===== src/rtl/synth_pkg.sv =====
// Shared types for the keyboard-to-voice path: note indices, voice states, keycode map.
// Pure definitions; no latency or flow control of its own.
// Imported by the allocator and its voice slots.
package synth_pkg;

    typedef logic [4:0] note_t;

    localparam note_t NOTE_NONE    = 5'd31;
    localparam note_t NOTE_DRUM_LO = 5'd15;

    typedef enum logic [1:0] {
        V_FREE,
        V_GATED,
        V_RELEASE
    } voice_state_t;

    // Piano row 0..13, guitar 14, drums 15..17; anything else is silence.
    function automatic note_t keycode_to_note(input logic [7:0] kc);
        case (kc)
            8'h04:   return 5'd0;
            8'h1A:   return 5'd1;
            8'h16:   return 5'd2;
            8'h08:   return 5'd3;
            8'h07:   return 5'd4;
            8'h09:   return 5'd5;
            8'h17:   return 5'd6;
            8'h0A:   return 5'd7;
            8'h1C:   return 5'd8;
            8'h0B:   return 5'd9;
            8'h18:   return 5'd10;
            8'h0D:   return 5'd11;
            8'h0E:   return 5'd12;
            8'h0F:   return 5'd13;
            8'h06:   return 5'd14;
            8'h05:   return 5'd15;
            8'h11:   return 5'd16;
            8'h2C:   return 5'd17;
            default: return NOTE_NONE;
        endcase
    endfunction

endpackage


===== src/rtl/voice_slot.sv =====
// One synth voice: FREE/GATED/RELEASE state, gate/release timer and saturating age.
// All outputs registered; an allocation is visible after the edge it is sampled on.
// No backpressure: allocation always wins over the slot's own timer transitions.
module voice_slot
    import synth_pkg::*;
#(
    parameter logic [23:0] RELEASE_CYCLES = 24'd4_800_000,
    parameter logic [23:0] ONESHOT_CYCLES = 24'd2_400_000,
    parameter int          AGE_W          = 16
) (
    input  logic             Clk,
    input  logic             Reset,
    input  logic             alloc_vld,
    input  note_t            alloc_note,
    input  logic             release_evt,
    output voice_state_t     state,
    output note_t            note,
    output logic [AGE_W-1:0] age,
    output logic             gate,
    output logic             busy,
    output logic             trig
);

    voice_state_t     state_q;
    voice_state_t     state_d;
    note_t            note_q;
    logic [23:0]      timer_q;
    logic [AGE_W-1:0] age_q;
    logic             trig_q;

    always_comb begin
        state_d = state_q;
        case (state_q)
            V_GATED: begin
                // Drums run a fixed gate length and never react to key release.
                if (note_q >= NOTE_DRUM_LO) begin
                    if (timer_q == ONESHOT_CYCLES - 24'd1) begin
                        state_d = V_RELEASE;
                    end
                end else if (release_evt) begin
                    state_d = V_RELEASE;
                end
            end
            V_RELEASE: begin
                if (timer_q == RELEASE_CYCLES - 24'd1) begin
                    state_d = V_FREE;
                end
            end
            default: ;
        endcase
        if (alloc_vld) begin
            state_d = V_GATED;
        end
    end

    always_ff @(posedge Clk) begin
        if (Reset) begin
            state_q <= V_FREE;
            note_q  <= NOTE_NONE;
            timer_q <= '0;
            age_q   <= '0;
            trig_q  <= 1'b0;
        end else begin
            state_q <= state_d;
            trig_q  <= alloc_vld;
            if (alloc_vld) begin
                note_q <= alloc_note;
            end
            // A steal of a GATED voice keeps the state but still restarts the gate.
            if (alloc_vld || state_d != state_q) begin
                timer_q <= '0;
            end else if (state_q != V_FREE) begin
                timer_q <= timer_q + 24'd1;
            end
            if (alloc_vld || state_d == V_FREE) begin
                age_q <= '0;
            end else if (age_q != '1) begin
                age_q <= age_q + 1'b1;
            end
        end
    end

    assign state = state_q;
    assign note  = note_q;
    assign age   = age_q;
    assign gate  = (state_q == V_GATED);
    assign busy  = (state_q != V_FREE);
    assign trig  = trig_q;

endmodule


===== src/rtl/voice_allocator.sv =====
// Turns the keycode stream into note on/off events and assigns notes to a voice pool.
// One cycle: a keycode change before edge k shows on the voice outputs after edge k.
// No backpressure: when the pool is full the oldest voice is stolen; enable=0 defers events.
module voice_allocator
    import synth_pkg::*;
#(
    parameter int          NUM_VOICES     = 4,
    parameter logic [23:0] RELEASE_CYCLES = 24'd4_800_000,
    parameter logic [23:0] ONESHOT_CYCLES = 24'd2_400_000,
    parameter int          AGE_W          = 16
) (
    input  logic                      Clk,
    input  logic                      Reset,
    input  logic                      enable,
    input  logic [7:0]                keycode,
    output logic [NUM_VOICES*5-1:0]   voice_note,
    output logic [NUM_VOICES-1:0]     voice_gate,
    output logic [NUM_VOICES-1:0]     voice_trig,
    output logic [NUM_VOICES-1:0]     voice_busy
);

    note_t            prev_note;
    note_t            cur_note;
    logic             note_chg;
    logic             rel_vld;
    logic             press_vld;

    voice_state_t     st [NUM_VOICES];
    note_t            nt [NUM_VOICES];
    logic [AGE_W-1:0] ag [NUM_VOICES];

    logic [NUM_VOICES-1:0] rel_hit;
    logic [NUM_VOICES-1:0] pick;
    logic [NUM_VOICES-1:0] alloc;
    logic                  found;
    logic                  have;
    logic [AGE_W-1:0]      best_age;

    assign cur_note  = keycode_to_note(keycode);
    assign note_chg  = enable && (cur_note != prev_note);
    assign rel_vld   = note_chg && (prev_note != NOTE_NONE) && (prev_note < NOTE_DRUM_LO);
    assign press_vld = note_chg && (cur_note != NOTE_NONE);

    always_ff @(posedge Clk) begin
        if (Reset) begin
            prev_note <= NOTE_NONE;
        end else if (note_chg) begin
            prev_note <= cur_note;
        end
    end

    always_comb begin
        rel_hit = '0;
        for (int i = 0; i < NUM_VOICES; i++) begin
            rel_hit[i] = rel_vld && (st[i] == V_GATED) && (nt[i] == prev_note);
        end
    end

    // Selection uses start-of-cycle states, so a voice released this cycle is still
    // GATED here and is only excluded from the GATED steal pass via rel_hit.
    always_comb begin
        pick     = '0;
        found    = 1'b0;
        have     = 1'b0;
        best_age = '0;
        for (int i = 0; i < NUM_VOICES; i++) begin
            if (!found && st[i] == V_RELEASE && nt[i] == cur_note) begin
                pick[i] = 1'b1;
                found   = 1'b1;
            end
        end
        for (int i = 0; i < NUM_VOICES; i++) begin
            if (!found && st[i] == V_FREE) begin
                pick[i] = 1'b1;
                found   = 1'b1;
            end
        end
        for (int i = 0; i < NUM_VOICES; i++) begin
            if (!found && st[i] == V_RELEASE && (!have || ag[i] > best_age)) begin
                pick     = '0;
                pick[i]  = 1'b1;
                have     = 1'b1;
                best_age = ag[i];
            end
        end
        found    = found | have;
        have     = 1'b0;
        best_age = '0;
        for (int i = 0; i < NUM_VOICES; i++) begin
            if (!found && st[i] == V_GATED && !rel_hit[i] && (!have || ag[i] > best_age)) begin
                pick     = '0;
                pick[i]  = 1'b1;
                have     = 1'b1;
                best_age = ag[i];
            end
        end
    end

    assign alloc = press_vld ? pick : '0;

    for (genvar g = 0; g < NUM_VOICES; g++) begin : g_voice
        voice_slot #(
            .RELEASE_CYCLES (RELEASE_CYCLES),
            .ONESHOT_CYCLES (ONESHOT_CYCLES),
            .AGE_W          (AGE_W)
        ) u_slot (
            .Clk         (Clk),
            .Reset       (Reset),
            .alloc_vld   (alloc[g]),
            .alloc_note  (cur_note),
            .release_evt (rel_hit[g]),
            .state       (st[g]),
            .note        (nt[g]),
            .age         (ag[g]),
            .gate        (voice_gate[g]),
            .busy        (voice_busy[g]),
            .trig        (voice_trig[g])
        );
        assign voice_note[5*g +: 5] = nt[g];
    end

endmodule


===== config.mk =====
export PLATFORM = sky130hd
export DESIGN_NAME = voice_allocator
export DESIGN_NICKNAME = d
export VERILOG_FILES = /design/src/rtl/synth_pkg.sv /design/src/rtl/voice_slot.sv /design/src/rtl/voice_allocator.sv
export SDC_FILE = /design/constraint.sdc
export NUM_CORES = 1
export LEC_CHECK = 0
export CAP_MARGIN = 40
export CORE_MARGIN = 4
export CORE_UTILIZATION = 30
export DETAILED_ROUTE_END_ITERATION = 8
export SYNTH_ARGS = -nofsm -noshare
export SYNTH_HDL_FRONTEND = slang
export SYNTH_HIERARCHICAL = 1
export SYNTH_SLANG_ARGS = --single-unit

===== constraint.sdc =====
create_clock -name Clk -period 37.3 [get_ports Clk]
set_input_delay 11.19 -clock Clk [delete_from_list [all_inputs] [get_ports Clk]]
set_output_delay 11.19 -clock Clk [all_outputs]
set_load 0.01 [all_outputs]

After elaboration in Yosys (flattened, before gate mapping) --
Memories as Yosys holds them, arrays and structs flattened. Index checks and enable logic that the tools add are counted. W data, S select, Z words.
Word-level totals: register bits 197, ROM bits 320, logic and storage cells 234, memories 1
Memory list:
- (no name shown) | words 64, width 5, rd ports 1, clocked after memory_dff 0, wr ports 0, RTL line synth_pkg.sv:19 | case (kc)
Operators by class: add/sub/neg operators 8, magnitude comparators 11, equality and inequality tests 35, multiplexer cells 62, bitwise operators 1, reduce and logical (&&, ||, !) cells 95
Operators with widths (count):
- $add A24 B1 Y24 const B | 4
- $eq A24 B22 Y1 const B | 4
- $eq A24 B23 Y1 const B | 4
- $gt A16 B16 Y1 | 6
- $mux W16 | 6
- $add A16 B1 Y16 const B | 4
- $ne A16 B16 Y1 const B | 4
- $logic_and A1 B1 Y1 | 41
- $eq A5 B5 Y1 | 8
- $mux W2 | 20
- $mux W4 | 9
- $mux W1 | 22
- $ge A5 B4 Y1 const B | 4
- $logic_not A1 Y1 | 19
- $logic_not A2 Y1 | 9
- $pmux W2 S2 | 4
- $reduce_or A2 Y1 | 8
- $logic_or A1 B1 Y1 | 14
- $ne A5 B5 Y1 const B | 2
- $eq A2 B1 Y1 const B | 4
- $eq A2 B2 Y1 const B | 4
- $ne A2 B2 Y1 | 4
- $reduce_bool A2 Y1 | 4
- $lt A5 B4 Y1 const B | 1
- 3 further kinds | 3

Longest topological paths before layout --
word-level depth 66, depth in mapped cells 53, mapped depth without buffers 45

Cells and area by module --
The synthesis kept the hierarchy.
Modules (own cells, without submodules):
- voice_slot | instances 4, cells an instance 255, area each 2341.0 um^2, seq. area each 960.9 um^2
- voice_allocator | instances 1, cells an instance 656, area each 4932.2 um^2, seq. area each 100.1 um^2

Worst setup path after synthesis --
Ideal clock, no wire load.
path type input port to flip-flop, start point input keycode[0], end point register g_voice[3].u_slot.timer_q[10], library setup time 0.078 ns, arrival time 19.971 ns, data required time 37.222 ns, setup slack 17.251 ns, cell stages on the path 52, buffers on the path 8, path through inv_1 -> ha_1 -> nor2b_1 -> a211oi_1 -> o21ai_0 -> or3_1 -> a211o_1 -> o32ai_1 -> nand4bb_1 -> buf_2 -> nor3_1 -> clkbuf_1 -> clkbuf_1 -> nand2_1 -> ha_1 -> a21o_1 -> a21o_1 -> a21oi_1 -> [... 16 more ...] -> nand2_1 -> o31ai_1 -> ha_1 -> nor2b_1 -> o21a_1 -> o21a_1 -> o211ai_1 -> a31oi_1 -> nor3_1 -> a2111oi_0 -> or2_2 -> nand3b_1 -> a21boi_0 -> or2_2 -> nand2b_1 -> clkbuf_1 -> buf_4 -> nor3_1
Between the ends: longest elaborated chain between the ends 66, elaborated cells on any way between the ends 120, those cells by class order compare (6); eq/ne (7); mux (37); bitwise (1); reduce/logical (68); memory (1)
Ends and longest elaborated chain:
- start, declared | RTL line voice_allocator.sv:15 | input logic [7:0] keycode,
- $mem_v2 Z64 W5 (*)
- $mux W5 (*) | RTL line synth_pkg.sv:19
- $eq A5 B5 Y1 | RTL line voice_allocator.sv:67 | if (!found && st[i] == V_RELEASE && nt[i] == cur_note) begin
- $logic_and A1 B1 Y1 | RTL line voice_allocator.sv:67
- $mux W1 | RTL line voice_allocator.sv:67
- $logic_not A1 Y1 | RTL line voice_allocator.sv:67
- $logic_and A1 B1 Y1 (2 in a row) | RTL line voice_allocator.sv:67
- $mux W1 | RTL line voice_allocator.sv:67
- [... 50 more ...]
- $logic_and A1 B1 Y1 | RTL line voice_allocator.sv:90 | if (!found && st[i] == V_GATED && !rel_hit[i] && (!have || ag[i] > best_age)) begin
- $mux W4 | RTL line voice_allocator.sv:90
- $mux W4 (*) | RTL line voice_allocator.sv:99 | assign alloc = press_vld ? pick : '0;
- via alloc[3] | RTL line voice_allocator.sv:34 | logic [NUM_VOICES-1:0] alloc;
- $mux W2 | RTL line voice_slot.sv:51 | if (alloc_vld) begin
- $ne A2 B2 Y1 | RTL line voice_slot.sv:70 | if (alloc_vld || state_d != state_q) begin
- $logic_or A1 B1 Y1 (*) | RTL line voice_slot.sv:70
- $reduce_or A2 Y1 (no source line) (*)
- end signal, assigned | RTL line voice_slot.sv:73 | timer_q <= timer_q + 24'd1;
- end, declared | RTL line voice_slot.sv:27 | logic [23:0] timer_q;
The timed path passes the listed nets; every way through them passes the cells marked *. A chain may end at the register's enable or synchronous reset.

Final worst setup path --
start point input keycode[3], end point register g_voice[0].u_slot.timer_q[15]
Between the ends: longest elaborated chain between the ends 66, elaborated cells on any way between the ends 119, those cells by class order compare (6); eq/ne (7); mux (36); bitwise (1); reduce/logical (68); memory (1)
Ends and longest elaborated chain:
- $mem_v2 Z64 W5 (*)
- $mux W5 (*) | RTL line synth_pkg.sv:19
- via cur_note[2] | RTL line voice_allocator.sv:23 | note_t cur_note;
- $eq A5 B5 Y1 | RTL line voice_allocator.sv:67
- $logic_and A1 B1 Y1 | RTL line voice_allocator.sv:67
- $mux W1 | RTL line voice_allocator.sv:67
- $logic_not A1 Y1 | RTL line voice_allocator.sv:67
- $logic_and A1 B1 Y1 (2 in a row) | RTL line voice_allocator.sv:67
- [... 51 more ...]
- $logic_and A1 B1 Y1 | RTL line voice_allocator.sv:90
- $mux W4 | RTL line voice_allocator.sv:90
- $mux W4 (*) | RTL line voice_allocator.sv:99
- via alloc[0] | RTL line voice_allocator.sv:34
- $mux W2 | RTL line voice_slot.sv:51
- $ne A2 B2 Y1 | RTL line voice_slot.sv:70
- $logic_or A1 B1 Y1 (*) | RTL line voice_slot.sv:70
- $reduce_or A2 Y1 (no source line) (*)
- end signal, assigned | RTL line voice_slot.sv:73
- end, declared | RTL line voice_slot.sv:27
Marks and branches as above.

==> summary.txt <==
Outcome
  – Outcome: finished clean

Yosys
  – Synth top area cells: dfxtp_1, ha_1, xor2_1
  – Mean Syn Cell Area: between 8 and 9 sq um
  – Cell Area, Synth: 0.0143 sq mm
  – Synth Instances: 1676
  – Asr flop ratio synth: 0
  – Yosys reg bits: slightly below 200
  – EDFF count, synth: 0
  – Syn Nets: approximately 1800
  – Post-synth top flop: dfxtp_1
  – Leading area contributor after synthesis: dfxtp_1
  – Top-count cell post-synth: dfxtp_1
  – Share of the synthesized area in the top cell type: 0.276
  – Synth top cells by count: dfxtp_1, nor3_1, nor2_1, nand2_1, ha_1
  – Synth warnings: 6
  – Cell variety after synth: 92
  – Sequential share of the synthesized area: 0.276

Setup path
  – CP arrival: about 23 ns
  – WP data required: approximately 38 ns
  – Worst setup path startpoint: keycode[3]
  – Worst path max stage delay: 0.95 ns
  – Worst r2r src: prev_note[4]
  – Crit Path Category: input port to register
  – CP endpoint kind: register
  – Most frequent CP cell: a21o_1
  – Startpoint types: input port
  – Critical-path top delay cell: clkdlybuf4s50_1
  – CP max FO: 20

STA
  – Final setup viols: 0
  – Final Hold Viols: 0
  – Post-Route Setup TNS: 0 ns
  – Max-slew violation count: 0
  – Slew margin rel.: 0.459
  – WHS: approximately 0.56 ns
  – Fmax achieved: roughly 45 MHz
  – Fin crit share: 0.596
  – Final Skew: roughly 0.017 ns
  – RSZ-0062 raised after global routing: no
  – Actual slew at the worst max-slew pin: approximately 0.81 ns
  – Final Critical Period: around 22 ns
  – Worst Setup Slack, final: 15.05 ns

Route
  – Via count: between 10000 and 15000
  – Number of remaining DRC errors: 0
  – Wirelength, routed: ~37 mm
  – WL per Instance: roughly 16 um
  – Starting DRT DRC Count: 711
  – DRT antenna net count: 0
  – Drt pass-1 iters: 6
  – Vias per Instance: roughly 5.4

Final layout
  – Layout Nets: 1824
  – Area grow syn2layout: 10.9%
  – Util after Layout: 0.338
  – Antenna diodes: 0
  – Fraction of layout instances using a drive strength above 1: 0.0862

Die
  – I/O pin count: 43
  – Initial Util: 0.305
  – Die H: around 230 um
  – # rows: 79
  – Die area: 0.0512 sq mm
  – Die X: about 230 um
  – Core area: ~0.047 sq mm

CTS
  – Post-CTS Resized: 0
  – Clk pin slew, worst setup/hold paths: 0.08 ns
  – CTS Hold Bufs: 0
  – CTS tree: done
  – CTS sink count: between 150 and 200
  – H-tree depth: 4
  – Post-CTS setup repair buffer count: 0
  – Max Root-Sink Buffers: 2
  – CTS root buf: clkbuf_16
  – CTS buffer count: 17
  – Later-pin clock latency in the skew report: around 0.46 ns

Power
  – VDD IR max: roughly 0.024 mV
  – Power density over cell area: 26.4 mW/mm^2
  – Pleak: 5.54 nW

Global route
  – Largest net degree at the start of global routing: 38
  – Vias in the first global route: 11600
  – Total congestion overflow: 0
  – Initial antenna violation count: 0
  – First-pass GRT wire length: 60.1 mm
  – Gr usage total: 0.143

Placement
  – PortBufs: 42
  – Place WS: approximately 15 ns
  – GP Congestion: 0.858
  – DP Wirelength: 27.7 mm

Min path
  – Worst min-delay path category: register to register
  – Worst Hold Launch: g_voice[1].u_slot/timer_q[1]

Run
  – Max cap viols: 0
[state kept, by name, summed over array words and instances, names as in the netlist]
register,cells
g_voice.u_slot/timer_q,96
g_voice.u_slot/age,64
g_voice.u_slot/note,20
g_voice.u_slot/state,8
prev_note,5
g_voice.u_slot/trig,4
[where the power goes]
part	leakage, nW	internal, W	total [W]	switching (W)
Clock	0.264	0.0000910	0.000181	0.0000900
Sequential	1.59	0.000211	0.000213	0.00000223
Combinational	3.69	0.00000974	0.0000238	0.0000141
Total	5.54	0.000312	0.000418	0.000106
[layer usage]
metal  track usage  share of wire
met3        0.0282          0.046
met5             0              0
met4        0.0391          0.015
met2         0.226           0.45
met1         0.198           0.49
[cell usage in the layout (no fill, tap or decap), drive strengths merged, types with 6 or more instances in the layout]
| cell type | netlist | final |
|---|---|---|
| a211o | 26 | 26 |
| a211oi | 14 | 14 |
| a21o | 21 | 21 |
| a21oi | 36 | 36 |
| a22oi | 15 | 15 |
| and2 | 26 | 26 |
| and3 | 48 | 48 |
| and3b | 9 | 9 |
| and4 | 20 | 20 |
| buf | 43 | 16 |
| clkbuf | 17 | 19 |
| clkdlybuf4s50 | 0 | 42 |
| clkinvlp | 0 | 6 |
| dfxtp | 197 | 197 |
| ha | 120 | 120 |
| inv | 55 | 59 |
| mux2 | 18 | 18 |
| mux2i | 11 | 11 |
| nand2 | 122 | 122 |
| nand2b | 20 | 20 |
| nand3 | 70 | 70 |
| nand3b | 8 | 8 |
| nand4 | 77 | 77 |
| nor2 | 124 | 124 |
| nor2b | 51 | 51 |
| nor3 | 139 | 139 |
| nor4 | 13 | 13 |
| nor4b | 8 | 8 |
| nor4bb | 8 | 8 |
| o211ai | 18 | 18 |
| o21a | 20 | 20 |
| o21ai | 39 | 39 |
| o22ai | 7 | 7 |
| o31ai | 22 | 22 |
| or2 | 8 | 8 |
| or3 | 8 | 8 |
| xnor2 | 63 | 63 |
| xor2 | 106 | 106 |
[final cells by class]
class                   count  area [sq um]
clock inverters            13           120
flip-flops and latches    197          3940
inverters                  56           210
multi-input cells        1363          9790
fillers                  4837         31000
clock buffers              19           453
repair buffers             58           576
well taps                 607           759
[critical path, delay by kind of cell]
kind,cells,cell delay [ns]
xor gates and xnor gates,1,0.24
and+or+nand+nor,8,1.44
adders and majority gates,3,0.96
AOI/OAI and AO/OA,27,6.57
buffers and inverters,3,1.42
muxes,2,0.70
[worst paths after layout]
check / cells after the start / slack (ns) / endpoint
worst max-delay path: 44 / 15.05 / g_voice[0].u_slot/timer_q[15]
worst max register to register: 41 / 26.97 / g_voice[0].u_slot/timer_q[15]
worst min register to register: 2 / 0.56 / g_voice[1].u_slot/timer_q[1]
worst min-delay path: 2 / 0.56 / g_voice[1].u_slot/timer_q[1]
[cell families (layout without fill, tap and decap cells)]
group,after synthesis,in the layout,synth area share
AO/OA/AOI/OAI,275,275,0.153
buffers and inverters,116,146,0.0411
multiplexers,29,29,0.0221
flip-flops,197,197,0.276
XOR/XNOR,169,169,0.104
adder cells (fa/ha/maj),120,120,0.105
AND/OR/NAND/NOR,770,770,0.300
[stage by stage]
step / cells / cell area, sq um / total power [W]
finish: 2313 / 15800 / 0.000418
global route: 2313 / 15800 / 0.000435
CTS: 2313 / 15800 / 0.000425
detailed placement: 2281 / 15300 / 0.000242
global placement: 2274 / 15200 / 0.000241
floorplan: 1676 / 14300 / 0.000234
Note: power is estimated with default switching activity, not from simulation.
==> RTL change, RTL diff (config.mk and constraints unchanged) <==
Add an input register stage for `enable` and `keycode`, cleared by the reset; this delays them by one clock. Comments in the files are not updated.
--- a/src/rtl/voice_allocator.sv
+++ b/src/rtl/voice_allocator.sv
@@ -21,2 +21,15 @@
 
+    logic enable_q;
+    logic [7:0] keycode_q;
+
+    always_ff @(posedge Clk) begin
+        if (Reset) begin
+            enable_q  <= '0;
+            keycode_q <= '0;
+        end else begin
+            enable_q  <= enable;
+            keycode_q <= keycode;
+        end
+    end
+
     note_t            prev_note;
@@ -38,4 +51,4 @@
 
-    assign cur_note  = keycode_to_note(keycode);
-    assign note_chg  = enable && (cur_note != prev_note);
+    assign cur_note  = keycode_to_note(keycode_q);
+    assign note_chg  = enable_q && (cur_note != prev_note);
     assign rel_vld   = note_chg && (prev_note != NOTE_NONE) && (prev_note < NOTE_DRUM_LO);
Check against the original RTL: not equivalent (a bounded check fails within 4 cycles, from zero or initial values and one cycle with Reset high).
==> RTL change against the unedited design <==
Setup slack better by 8800 ps; register-to-register slack got worse by 150 ps; critical path type is now reg2out; sequential power grew 5%; die area rose by 2.5%; total power rose by 20%; sequential cell count is 8 higher; critical endpoint is now voice_busy[1]; design area rose by 4.2%; area after synthesis increased by 2.6%; non-clock buffer count up 1; wire length is 3.5% higher.
==> RTL change: results (changes against the unedited design) <==
[setup_path]
crit_fanout = 9  ; was 20
reg2reg_depth = 36  ; was 41
arrival_ps = 2240  ; was 22570 ps

[placement]
gp_congestion = 0.846  ; was 0.858
placed_cell_area_sq_um = 15600  ; was 15300 sq um
dpl.cell_count = 2312  ; was 2281

[clock_network]
htreeDepth = 1  ; was 4
cts_buffers = 25  ; was 17

[route]
routed_via_density = 5.32  ; was 5.35
wl_met3_um = 1330  ; was 1690 um
dr.pass1.iters = 5  ; was 6
wl_met2_um = 17400  ; was 16500 um

[power_and_ir_drop]
power_leakage_nw = 5.84  ; was 5.54 nW
p_seq_share_pct = 44.4  ; was 51.0%
seq_power_mw = 0.223  ; was 0.213 mW
clock_power_mw = 0.260  ; was 0.181 mW
ir_worst_vdd_mv = 0.0332  ; was 0.0242 mV

[cells_and_area]
buffers = 59  ; was 58
nNetsFinal = 1856  ; was 1824
clock_cell_area_share_pct = 5.44  ; was 3.62%
fillers = 4980  ; was 4837

[global_routing]
grt.met3_usage_pct = 1.80  ; was 2.82%
use_met2_pct = 23.4  ; was 22.6%
grt_pass1_vias = 12300  ; was 11600
track_usage_pct = 13.9  ; was 14.3%

[synth]
synthTopCellsByArea = dfxtp_1, ha_1, xor2_1  ; unchanged

[sta]
clock_skew_ps = 12.3  ; was 16.5 ps

[run_status]
status = finished, final reports clean  ; unchanged

## RTL change: kinds of logic (layout without fill, tap and decap cells)
| logic type | Yosys count | count (layout) |
|---|---|---|
| and+or+nand+nor | 763 | 763 |
| xor gates and xnor gates | 167 | 167 |
| muxes | 60 | 60 |
| adders and majority gates | 121 | 121 |
| DFF | 205 | 205 |
| buffers and inverters | 127 | 175 |
| AOI/OAI and AO/OA | 252 | 252 |
## RTL change: worst max-delay path: stages, from the launching register on
cell	delay, ps
dfxtp_1	550
inv_1	200
ha_1	290
inv_1	120
clkdlybuf4s50_1	540
## RTL change: worst max path at each step
stage	endpoint	slack (ps)	depth (start not counted)
floorplan	register	24630	8
finish	voice_busy[1]	23870	4
CTS	voice_busy[1]	23840	4
global route	voice_busy[1]	23750	4
global placement	register	23590	10
detailed placement	register	23570	10
